`src/rtl/aes_seq_ctrl.sv`:
```
// ---------------------------------------------------------------------------
// aes_seq_ctrl
//
// Sequencing controller for the byte-serial AES core. It accepts 16 data bytes
// plus KB key bytes over an input valid/ready handshake. It then free-runs NR
// rounds of 16 cycles, driving the datapath and key-expansion strobes. Finally
// it presents 16 ciphertext bytes on an output valid/ready handshake that
// honours backpressure.
//
// Handshake rule (both sides): a transfer happens on a rising clock edge where
// valid and ready are both high. The side asserting valid holds it until that
// edge. in_ready depends only on state, never on in_valid. out_valid depends
// only on state, never on out_ready.
//
// Parameters:
//   KEY_BITS    128 / 192 / 256. Selects NR = 10 / 12 / 14 and KB = 16 / 24 / 32.
//   CNT_W       width of the load beat counter; must hold KB-1.
//
// Ports:
//   clk_i       clock
//   rst_i       synchronous active-high reset
//   start_i     request a new block; only looked at in IDLE
//   busy_o      high in every state except IDLE
//   in_valid_i  data/key byte pair present
//   in_ready_o  controller accepts a byte this cycle (LOAD, LOADK)
//   data_we_o   datapath captures the data byte (first 16 accepted beats)
//   key_we_o    key expansion captures the key byte (every accepted beat)
//   ks_phase_o  key-schedule phase: 0 LOAD, 1 B1ST, 2 B2ND, 3 B3RD, 4 NORM, 5 SHIF
//   rcon_o      current round constant
//   rcon_en_o   apply rcon/RotWord this cycle
//   sub_only_o  SubWord only (AES-256 even rounds)
//   rcon_col_o  column within the round for rcon_en/sub_only (0 otherwise)
//   round_o     round number 1..NR in ROUND, else 0
//   mc_en_o     MixColumns enable (rounds 1..NR-1)
//   pld_o       parallel-load strobe (cycles 3, 7, 11, 15 of each round)
//   out_valid_o ciphertext byte present
//   out_ready_i sink accepts a byte
//   done_o      one-cycle pulse after the 16th output byte is accepted
//   dbg_state_o current FSM state encoding, for observation only
// ---------------------------------------------------------------------------
module aes_seq_ctrl #(
    parameter int KEY_BITS = 128,
    parameter int CNT_W    = 5
) (
    input  logic             clk_i,
    input  logic             rst_i,
    input  logic             start_i,
    output logic             busy_o,
    input  logic             in_valid_i,
    output logic             in_ready_o,
    output logic             data_we_o,
    output logic             key_we_o,
    output logic [2:0]       ks_phase_o,
    output logic [7:0]       rcon_o,
    output logic             rcon_en_o,
    output logic             sub_only_o,
    output logic [1:0]       rcon_col_o,
    output logic [3:0]       round_o,
    output logic             mc_en_o,
    output logic             pld_o,
    output logic             out_valid_o,
    input  logic             out_ready_i,
    output logic             done_o,
    output logic [2:0]       dbg_state_o
);

    // -----------------------------------------------------------------------
    // Derived constants and elaboration checks
    // -----------------------------------------------------------------------
    localparam int NR = (KEY_BITS == 128) ? 10 :
                        (KEY_BITS == 192) ? 12 : 14;
    localparam int KB = KEY_BITS / 8;

    localparam logic [CNT_W-1:0] LAST_DATA_BEAT = CNT_W'(15);
    localparam logic [CNT_W-1:0] LAST_KEY_BEAT  = CNT_W'(KB - 1);
    localparam logic [3:0]       LAST_ROUND     = 4'(NR);

    if (!(KEY_BITS == 128 || KEY_BITS == 192 || KEY_BITS == 256)) begin : g_bad_key_bits
        $error("aes_seq_ctrl: KEY_BITS must be 128, 192 or 256");
    end

    if ((KB - 1) >= (1 << CNT_W)) begin : g_bad_cnt_w
        $error("aes_seq_ctrl: CNT_W too narrow to hold KB-1");
    end

    // Key-schedule phase codes
    localparam logic [2:0] PH_LOAD = 3'd0;
    localparam logic [2:0] PH_B1ST = 3'd1;
    localparam logic [2:0] PH_B2ND = 3'd2;
    localparam logic [2:0] PH_B3RD = 3'd3;
    localparam logic [2:0] PH_NORM = 3'd4;
    localparam logic [2:0] PH_SHIF = 3'd5;

    typedef enum logic [2:0] {
        S_IDLE  = 3'd0,
        S_LOAD  = 3'd1,
        S_LOADK = 3'd2,
        S_ROUND = 3'd3,
        S_OUT   = 3'd4
    } state_t;

    // GF(2^8) doubling used to step the round constant.
    function automatic logic [7:0] xtime(input logic [7:0] b);
        return {b[6:0], 1'b0} ^ (b[7] ? 8'h1B : 8'h00);
    endfunction

    // -----------------------------------------------------------------------
    // State
    // -----------------------------------------------------------------------
    state_t           state_q, state_d;
    logic [CNT_W-1:0] beat_q,  beat_d;   // accepted load beats (data then key)
    logic [3:0]       cyc_q,   cyc_d;    // cycle within the current round
    logic [3:0]       round_q, round_d;  // current round, 1..NR
    logic [3:0]       obyte_q, obyte_d;  // output byte index
    logic [7:0]       rcon_q,  rcon_d;
    logic             done_q,  done_d;

    always_ff @(posedge clk_i) begin
        if (rst_i) begin
            state_q <= S_IDLE;
            beat_q  <= '0;
            cyc_q   <= '0;
            round_q <= '0;
            obyte_q <= '0;
            rcon_q  <= 8'h01;
            done_q  <= 1'b0;
        end else begin
            state_q <= state_d;
            beat_q  <= beat_d;
            cyc_q   <= cyc_d;
            round_q <= round_d;
            obyte_q <= obyte_d;
            rcon_q  <= rcon_d;
            done_q  <= done_d;
        end
    end

    // -----------------------------------------------------------------------
    // Next state and strobes
    // -----------------------------------------------------------------------
    logic ev_col0;   // cycle where a column-0 key-schedule event lands
    logic ev_col2;   // cycle where a column-2 key-schedule event lands

    always_comb begin
        state_d     = state_q;
        beat_d      = beat_q;
        cyc_d       = cyc_q;
        round_d     = round_q;
        obyte_d     = obyte_q;
        rcon_d      = rcon_q;
        done_d      = 1'b0;

        in_ready_o  = 1'b0;
        data_we_o   = 1'b0;
        key_we_o    = 1'b0;
        ks_phase_o  = PH_LOAD;
        rcon_en_o   = 1'b0;
        sub_only_o  = 1'b0;
        rcon_col_o  = 2'd0;
        round_o     = 4'd0;
        mc_en_o     = 1'b0;
        pld_o       = 1'b0;
        out_valid_o = 1'b0;

        ev_col0     = (cyc_q == 4'd0);
        ev_col2     = (cyc_q == 4'd8);

        unique case (state_q)
            S_IDLE: begin
                if (start_i) begin
                    state_d = S_LOAD;
                    beat_d  = '0;
                    rcon_d  = 8'h01;
                end
            end

            S_LOAD: begin
                in_ready_o = 1'b1;
                if (in_valid_i) begin
                    data_we_o = 1'b1;
                    key_we_o  = 1'b1;
                    beat_d    = beat_q + 1'b1;
                    if (beat_q == LAST_DATA_BEAT) begin
                        if (KB == 16) begin
                            state_d = S_ROUND;
                            cyc_d   = 4'd0;
                            round_d = 4'd1;
                        end else begin
                            state_d = S_LOADK;
                        end
                    end
                end
            end

            // The beat counter carries on from 16, so the last key beat is KB-1.
            S_LOADK: begin
                in_ready_o = 1'b1;
                if (in_valid_i) begin
                    key_we_o = 1'b1;
                    beat_d   = beat_q + 1'b1;
                    if (beat_q == LAST_KEY_BEAT) begin
                        state_d = S_ROUND;
                        cyc_d   = 4'd0;
                        round_d = 4'd1;
                    end
                end
            end

            S_ROUND: begin
                round_o = round_q;
                mc_en_o = (round_q != LAST_ROUND);
                pld_o   = (cyc_q[1:0] == 2'd3);

                if (cyc_q == 4'd0) begin
                    ks_phase_o = PH_B1ST;
                end else if (cyc_q <= 4'd2) begin
                    ks_phase_o = PH_B2ND;
                end else if (cyc_q == 4'd3) begin
                    ks_phase_o = PH_B3RD;
                end else if (cyc_q <= 4'd11) begin
                    ks_phase_o = PH_NORM;
                end else begin
                    ks_phase_o = PH_SHIF;
                end

                // Key-schedule events. AES-192 has six-word key blocks, so its
                // rcon lands at column 2 or column 0 on a three-round cycle.
                if (KEY_BITS == 128) begin
                    rcon_en_o = ev_col0;
                end else if (KEY_BITS == 256) begin
                    if (round_q[0]) begin
                        rcon_en_o = ev_col0;
                    end else begin
                        sub_only_o = ev_col0;
                    end
                end else begin
                    case (round_q)
                        4'd1, 4'd4, 4'd7, 4'd10: begin
                            rcon_en_o  = ev_col2;
                            rcon_col_o = ev_col2 ? 2'd2 : 2'd0;
                        end
                        4'd3, 4'd6, 4'd9, 4'd12: begin
                            rcon_en_o = ev_col0;
                        end
                        default: begin
                            rcon_en_o = 1'b0;
                        end
                    endcase
                end

                // The constant is consumed this cycle and stepped for the next event.
                if (rcon_en_o) begin
                    rcon_d = xtime(rcon_q);
                end

                cyc_d = cyc_q + 1'b1;
                if (cyc_q == 4'd15) begin
                    if (round_q == LAST_ROUND) begin
                        state_d = S_OUT;
                        obyte_d = 4'd0;
                    end else begin
                        round_d = round_q + 1'b1;
                    end
                end
            end

            S_OUT: begin
                out_valid_o = 1'b1;
                if (out_ready_i) begin
                    obyte_d = obyte_q + 1'b1;
                    if (obyte_q == 4'd15) begin
                        state_d = S_IDLE;
                        done_d  = 1'b1;
                    end
                end
            end

            default: begin
                state_d = S_IDLE;
            end
        endcase
    end

    assign busy_o      = (state_q != S_IDLE);
    assign rcon_o      = rcon_q;
    assign done_o      = done_q;
    assign dbg_state_o = state_q;

endmodule

```
`config.mk`:
```
export PLATFORM = sky130hd
export DESIGN_NAME = aes_seq_ctrl
export DESIGN_NICKNAME = d
export VERILOG_FILES = /design/src/rtl/aes_seq_ctrl.sv
export SDC_FILE = /design/constraint.sdc
export NUM_CORES = 1
export LEC_CHECK = 0
export CORE_MARGIN = 8
export CORE_UTILIZATION = 26
export DETAILED_ROUTE_END_ITERATION = 7
export GPL_ROUTABILITY_DRIVEN = 0
export MAX_ROUTING_LAYER = met4
export PLACE_DENSITY = 0.44
export SLEW_MARGIN = 10
export SYNTH_ARGS = -nofsm -noshare
export SYNTH_HDL_FRONTEND = slang
export SYNTH_SLANG_ARGS = --single-unit
```
`constraint.sdc`:
```
create_clock -name clk_i -period 4.3 [get_ports clk_i]
set_input_delay 1.29 -clock clk_i [delete_from_list [all_inputs] [get_ports clk_i]]
set_output_delay 1.29 -clock clk_i [all_outputs]
set_load 0.05 [all_outputs]
```
==> impl.org <==
** Global route
- Entering global routing, the biggest net connects 24 pins.
- First-pass GRT wire length :: 7770 um
- In the global route stage, overall resource usage came out at 0.101.
- The via count of the first global-routing pass is 1,551.
- The number of antenna violations at the first check in global routing is 0.
- Summed over all layers, the global routing overflow is 0.

** Run
- Max-capacitance violation count :: 0

** Clock tree
- CTS built an H-tree with a depth of 2.
- Clock-pin slew was measured on the worst setup and hold paths at 0.06 ns.
- The number of gates resized after CTS was 0.
- The number of setup buffers added after CTS is 0.
- CTS saw 29 sinks.
- For the worst-skew pair, the clock arrives at the later sink with an insertion delay of 0.28 ns.
- CTS tree :: yes
- Hold-fix buffers at CTS :: 0
- Buffer levels on the longest clock path :: 2
- The tree is rooted in a sky130_fd_sc_hd__clkbuf_8.
- TritonCTS buffer count :: 5

** Layout
- Number of filler instances in the final layout :: 713
- N_diodes :: 0
- Once layout is done, the placed cells without fillers occupy 2240 um^2.
- From synthesis to final layout, the design area changed by 27.4%.
- In the final layout, the share of cells above drive strength 1 is 0.109.
- The final layout contains 251 nets.

** Power
- Power density over the cells :: 259 nW/um^2
- Summed over all cells, the static leakage comes to 0.883 nW.
- Worst vdd rail ir drop :: 0.112 mV

** Drt
- Met2 WL :: 2000 um
- Post-detailed-route wirelength per cell :: 14.4 um
- In the routed layout, each cell is associated on average with a via count of 5.08.
- The first detailed-routing pass ran for 5 iterations.
- After detailed routing, the number of remaining DRC violations is 0.
- After detailed routing, the total wire length is 4610 um.
- For this block, the initial DRC count from the detailed router was 98.
- Vias after detailed routing :: 1,622
- Met1 routed wirelength after detailed routing :: 2330 um
- After detailed routing, the met3 layer carries 218 um of wire.
- Count of nets left with antenna violations after detail routing :: 0
- Max layer used :: met4

** Critical path
- Walking the worst path, the cells encountered are clkdlybuf4s50_1, nor3b_2, buf_12.
- The critical path is of the input pin to output pin type.
- Crit. End Element :: output pin
- Number of buffers and inverters on the critical path :: 2
- For the worst setup path, the data arrival time is 2.46 ns.
- Cell with the biggest individual delay on the critical path :: sky130_fd_sc_hd__clkdlybuf4s50_1
- Top fanout value on the critical path :: 7
- Top cell family by delay on the critical path :: buffers and inverters
- STA classifies the critical path startpoint as an input pin.
- Data required time at the worst endpoint :: 3.01 ns
- Largest stage delay on the critical path :: 0.58 ns

** Placed design
- Input/output buffers :: 31
- Detailed-placement wirelength estimate :: 3240 um
- Place WS :: 0.538 ns
- Summing all placed instances gives a cell area of 2140 um^2.

** Outcome
- The run finished with clean final reports.

** Synth
- Most common cell in the synthesized netlist :: sky130_fd_sc_hd__dfxtp_1
- Mean cell area of the mapped netlist :: 8.37 um^2
- During synthesis, Yosys emitted a total of 0 warnings.
- Cell accounting for the most synthesized area :: sky130_fd_sc_hd__dfxtp_1
- Of the synthesized area, sequential elements account for 0.330.
- Counting flops with a built-in enable in the synthesized netlist gives 0.
- After synthesis, the cell types taking the most area are sky130_fd_sc_hd__dfxtp_1 (33%), sky130_fd_sc_hd__ha_1 (5.7%), sky130_fd_sc_hd__a21oi_1 (4.6%), sky130_fd_sc_hd__nor2_1 (4.5%), sky130_fd_sc_hd__o21ai_0 (3.1%).
- Proportion of netlist area held by the largest area contributor :: 0.330
- Synthesis inferred 29 register bits.
- Synthesized instance count :: 210
- The mapped netlist covers 1760 um^2.
- Sorting the synthesized cells by how often they occur yields sky130_fd_sc_hd__dfxtp_1 (29), sky130_fd_sc_hd__nor2_1 (21), sky130_fd_sc_hd__a21oi_1 (16), sky130_fd_sc_hd__nand2_1 (12), sky130_fd_sc_hd__o21ai_0 (11).
- In this run, distinct cell masters in the synthesized netlist total 52.
- Async set-or-reset flop fraction in the synthesized netlist :: 0
- Among all flip-flop cells after synthesis, the most frequent one is sky130_fd_sc_hd__dfxtp_1.

** Worst hold path
- The worst hold path belongs to the class flip-flop to flip-flop.

** STA
- The final-report hold violation count is 0.
- Hold is met by 0.478 ns.
- For this run, the top clock speed supported by timing is 266 MHz.
- For the final database, setup skew stands at 0.00864 ns.
- Measured slew at the worst slew-check pin :: 0.584 ns
- The max-slew violation total from the final report came to 0.
- Setup repair after global routing left no endpoint under its margin.
- Post-layout minimum cycle time :: 3.75 ns
- In the finished design, the share of the clock period the worst path needs comes to 0.873.
- Setup TNS :: 0 ns
- Slew margin rel. :: 0.611
- Setup slack on the critical path of the routed design comes to 0.546 ns.
- Setup violations remaining at the end of the flow were counted as 0.

** Die
- Row generation in the floorplan step produced 30 rows.
- The floorplan step set the die width to 98.2 um.
- Die outline height :: 98.2 um
- Pin placement for this block handled 35 I/O pins.
- The region available for standard cell placement spans 6680 um^2.
- The floorplan step defined a die boundary enclosing 9650 um^2.
- For this configuration, the core starts out at a cell density of 0.263.
tightest hold or removal path, delay by kind of cell (launching register included):
kind | cells | cell delay, ns
muxes | 1 | 0.05
and+or+nand+nor | 1 | 0.06
DFF | 1 | 0.32
routing by layer:
metal | GRT usage | vias to the layer above
li1 | - | 820
met1 | 0.125 | 765
met2 | 0.147 | 32
met3 | 0.0349 | 5
met4 | 0.0366 | 0
met5 | - | -
logic make-up (layout without fill, tap and decap cells):
family,Yosys count,count (layout),share of synthesized area
AND/OR/NAND/NOR,82,82,0.265
adder cells (fa/ha/maj),8,8,0.0569
AO/OA/AOI/OAI,57,57,0.231
flip-flops,29,29,0.330
other,1,3,0.00213
XOR/XNOR,4,4,0.0199
buffers and inverters,25,52,0.0712
multiplexers,4,4,0.0235
stage by stage:
stage	power, mW	util	cells
CTS	0.591	0.335	319
global placement	0.337	0.320	311
detailed placement	0.337	0.320	311
global route	0.610	0.335	319
floorplan	0.320	-	212
finish	0.581	0.335	319
worst paths after layout:
check | startpoint | end | slack (ns) | cells past startpoint
setup / recovery | in_valid_i | key_we_o | 0.55 | 3
hold / removal | obyte_q[1]$_SDFFE_PP0P_ | obyte_q[1]$_SDFFE_PP0P_ | 0.48 | 2
setup reg to reg | beat_q[0]$_SDFFE_PP0P_ | round_q[1]$_SDFFE_PP0P_ | 2.30 | 7
hold reg to reg | obyte_q[1]$_SDFFE_PP0P_ | obyte_q[1]$_SDFFE_PP0P_ | 0.48 | 2
where the power goes:
group          internal (mW)  switching, mW  total, mW
combinational         0.0195         0.0399     0.0594
clock                  0.144          0.106      0.250
sequential             0.270        0.00107      0.271
total                  0.434          0.147      0.581
layout make-up:
cell class	count	area [um^2]	share of cell area
inverter	8	30.0	0.0134
sequential	29	581	0.259
clock inverter	1	5.00	0.00223
timing repair buffer	36	368	0.164
tap	80	100	0.0447
clock buffer	7	96.3	0.0430
multi-input combinational	158	1060	0.473
layout by cell type, fill, tap and decap left out, types with 3 or more instances in the layout:
master | Yosys | layout
sky130_fd_sc_hd__a21oi_1 | 16 | 16
sky130_fd_sc_hd__a41o_1 | 4 | 4
sky130_fd_sc_hd__and2_1 | 4 | 4
sky130_fd_sc_hd__and3_1 | 3 | 3
sky130_fd_sc_hd__buf_4 | 5 | 5
sky130_fd_sc_hd__clkbuf_8 | 0 | 7
sky130_fd_sc_hd__clkdlybuf4s50_1 | 0 | 29
sky130_fd_sc_hd__conb_1 | 1 | 3
sky130_fd_sc_hd__dfxtp_1 | 29 | 29
sky130_fd_sc_hd__ha_1 | 8 | 8
sky130_fd_sc_hd__inv_1 | 8 | 8
sky130_fd_sc_hd__mux2i_1 | 3 | 3
sky130_fd_sc_hd__nand2_1 | 12 | 12
sky130_fd_sc_hd__nand2b_1 | 4 | 4
sky130_fd_sc_hd__nand3_1 | 8 | 8
sky130_fd_sc_hd__nand4_1 | 4 | 4
sky130_fd_sc_hd__nor2_1 | 21 | 21
sky130_fd_sc_hd__nor3_1 | 6 | 6
sky130_fd_sc_hd__o211a_1 | 5 | 5
sky130_fd_sc_hd__o21ai_0 | 11 | 11
sky130_fd_sc_hd__o41ai_1 | 3 | 3
sky130_fd_sc_hd__xor2_1 | 3 | 3
flip-flops by register name (all words and copies together), names as in the netlist:
register,flops
round_q,4
dbg_state_o,3
beat_q,5
obyte_q,4
cyc_q,4
rcon_o,8
done_o,1
(Power assumes the default switching activity.)
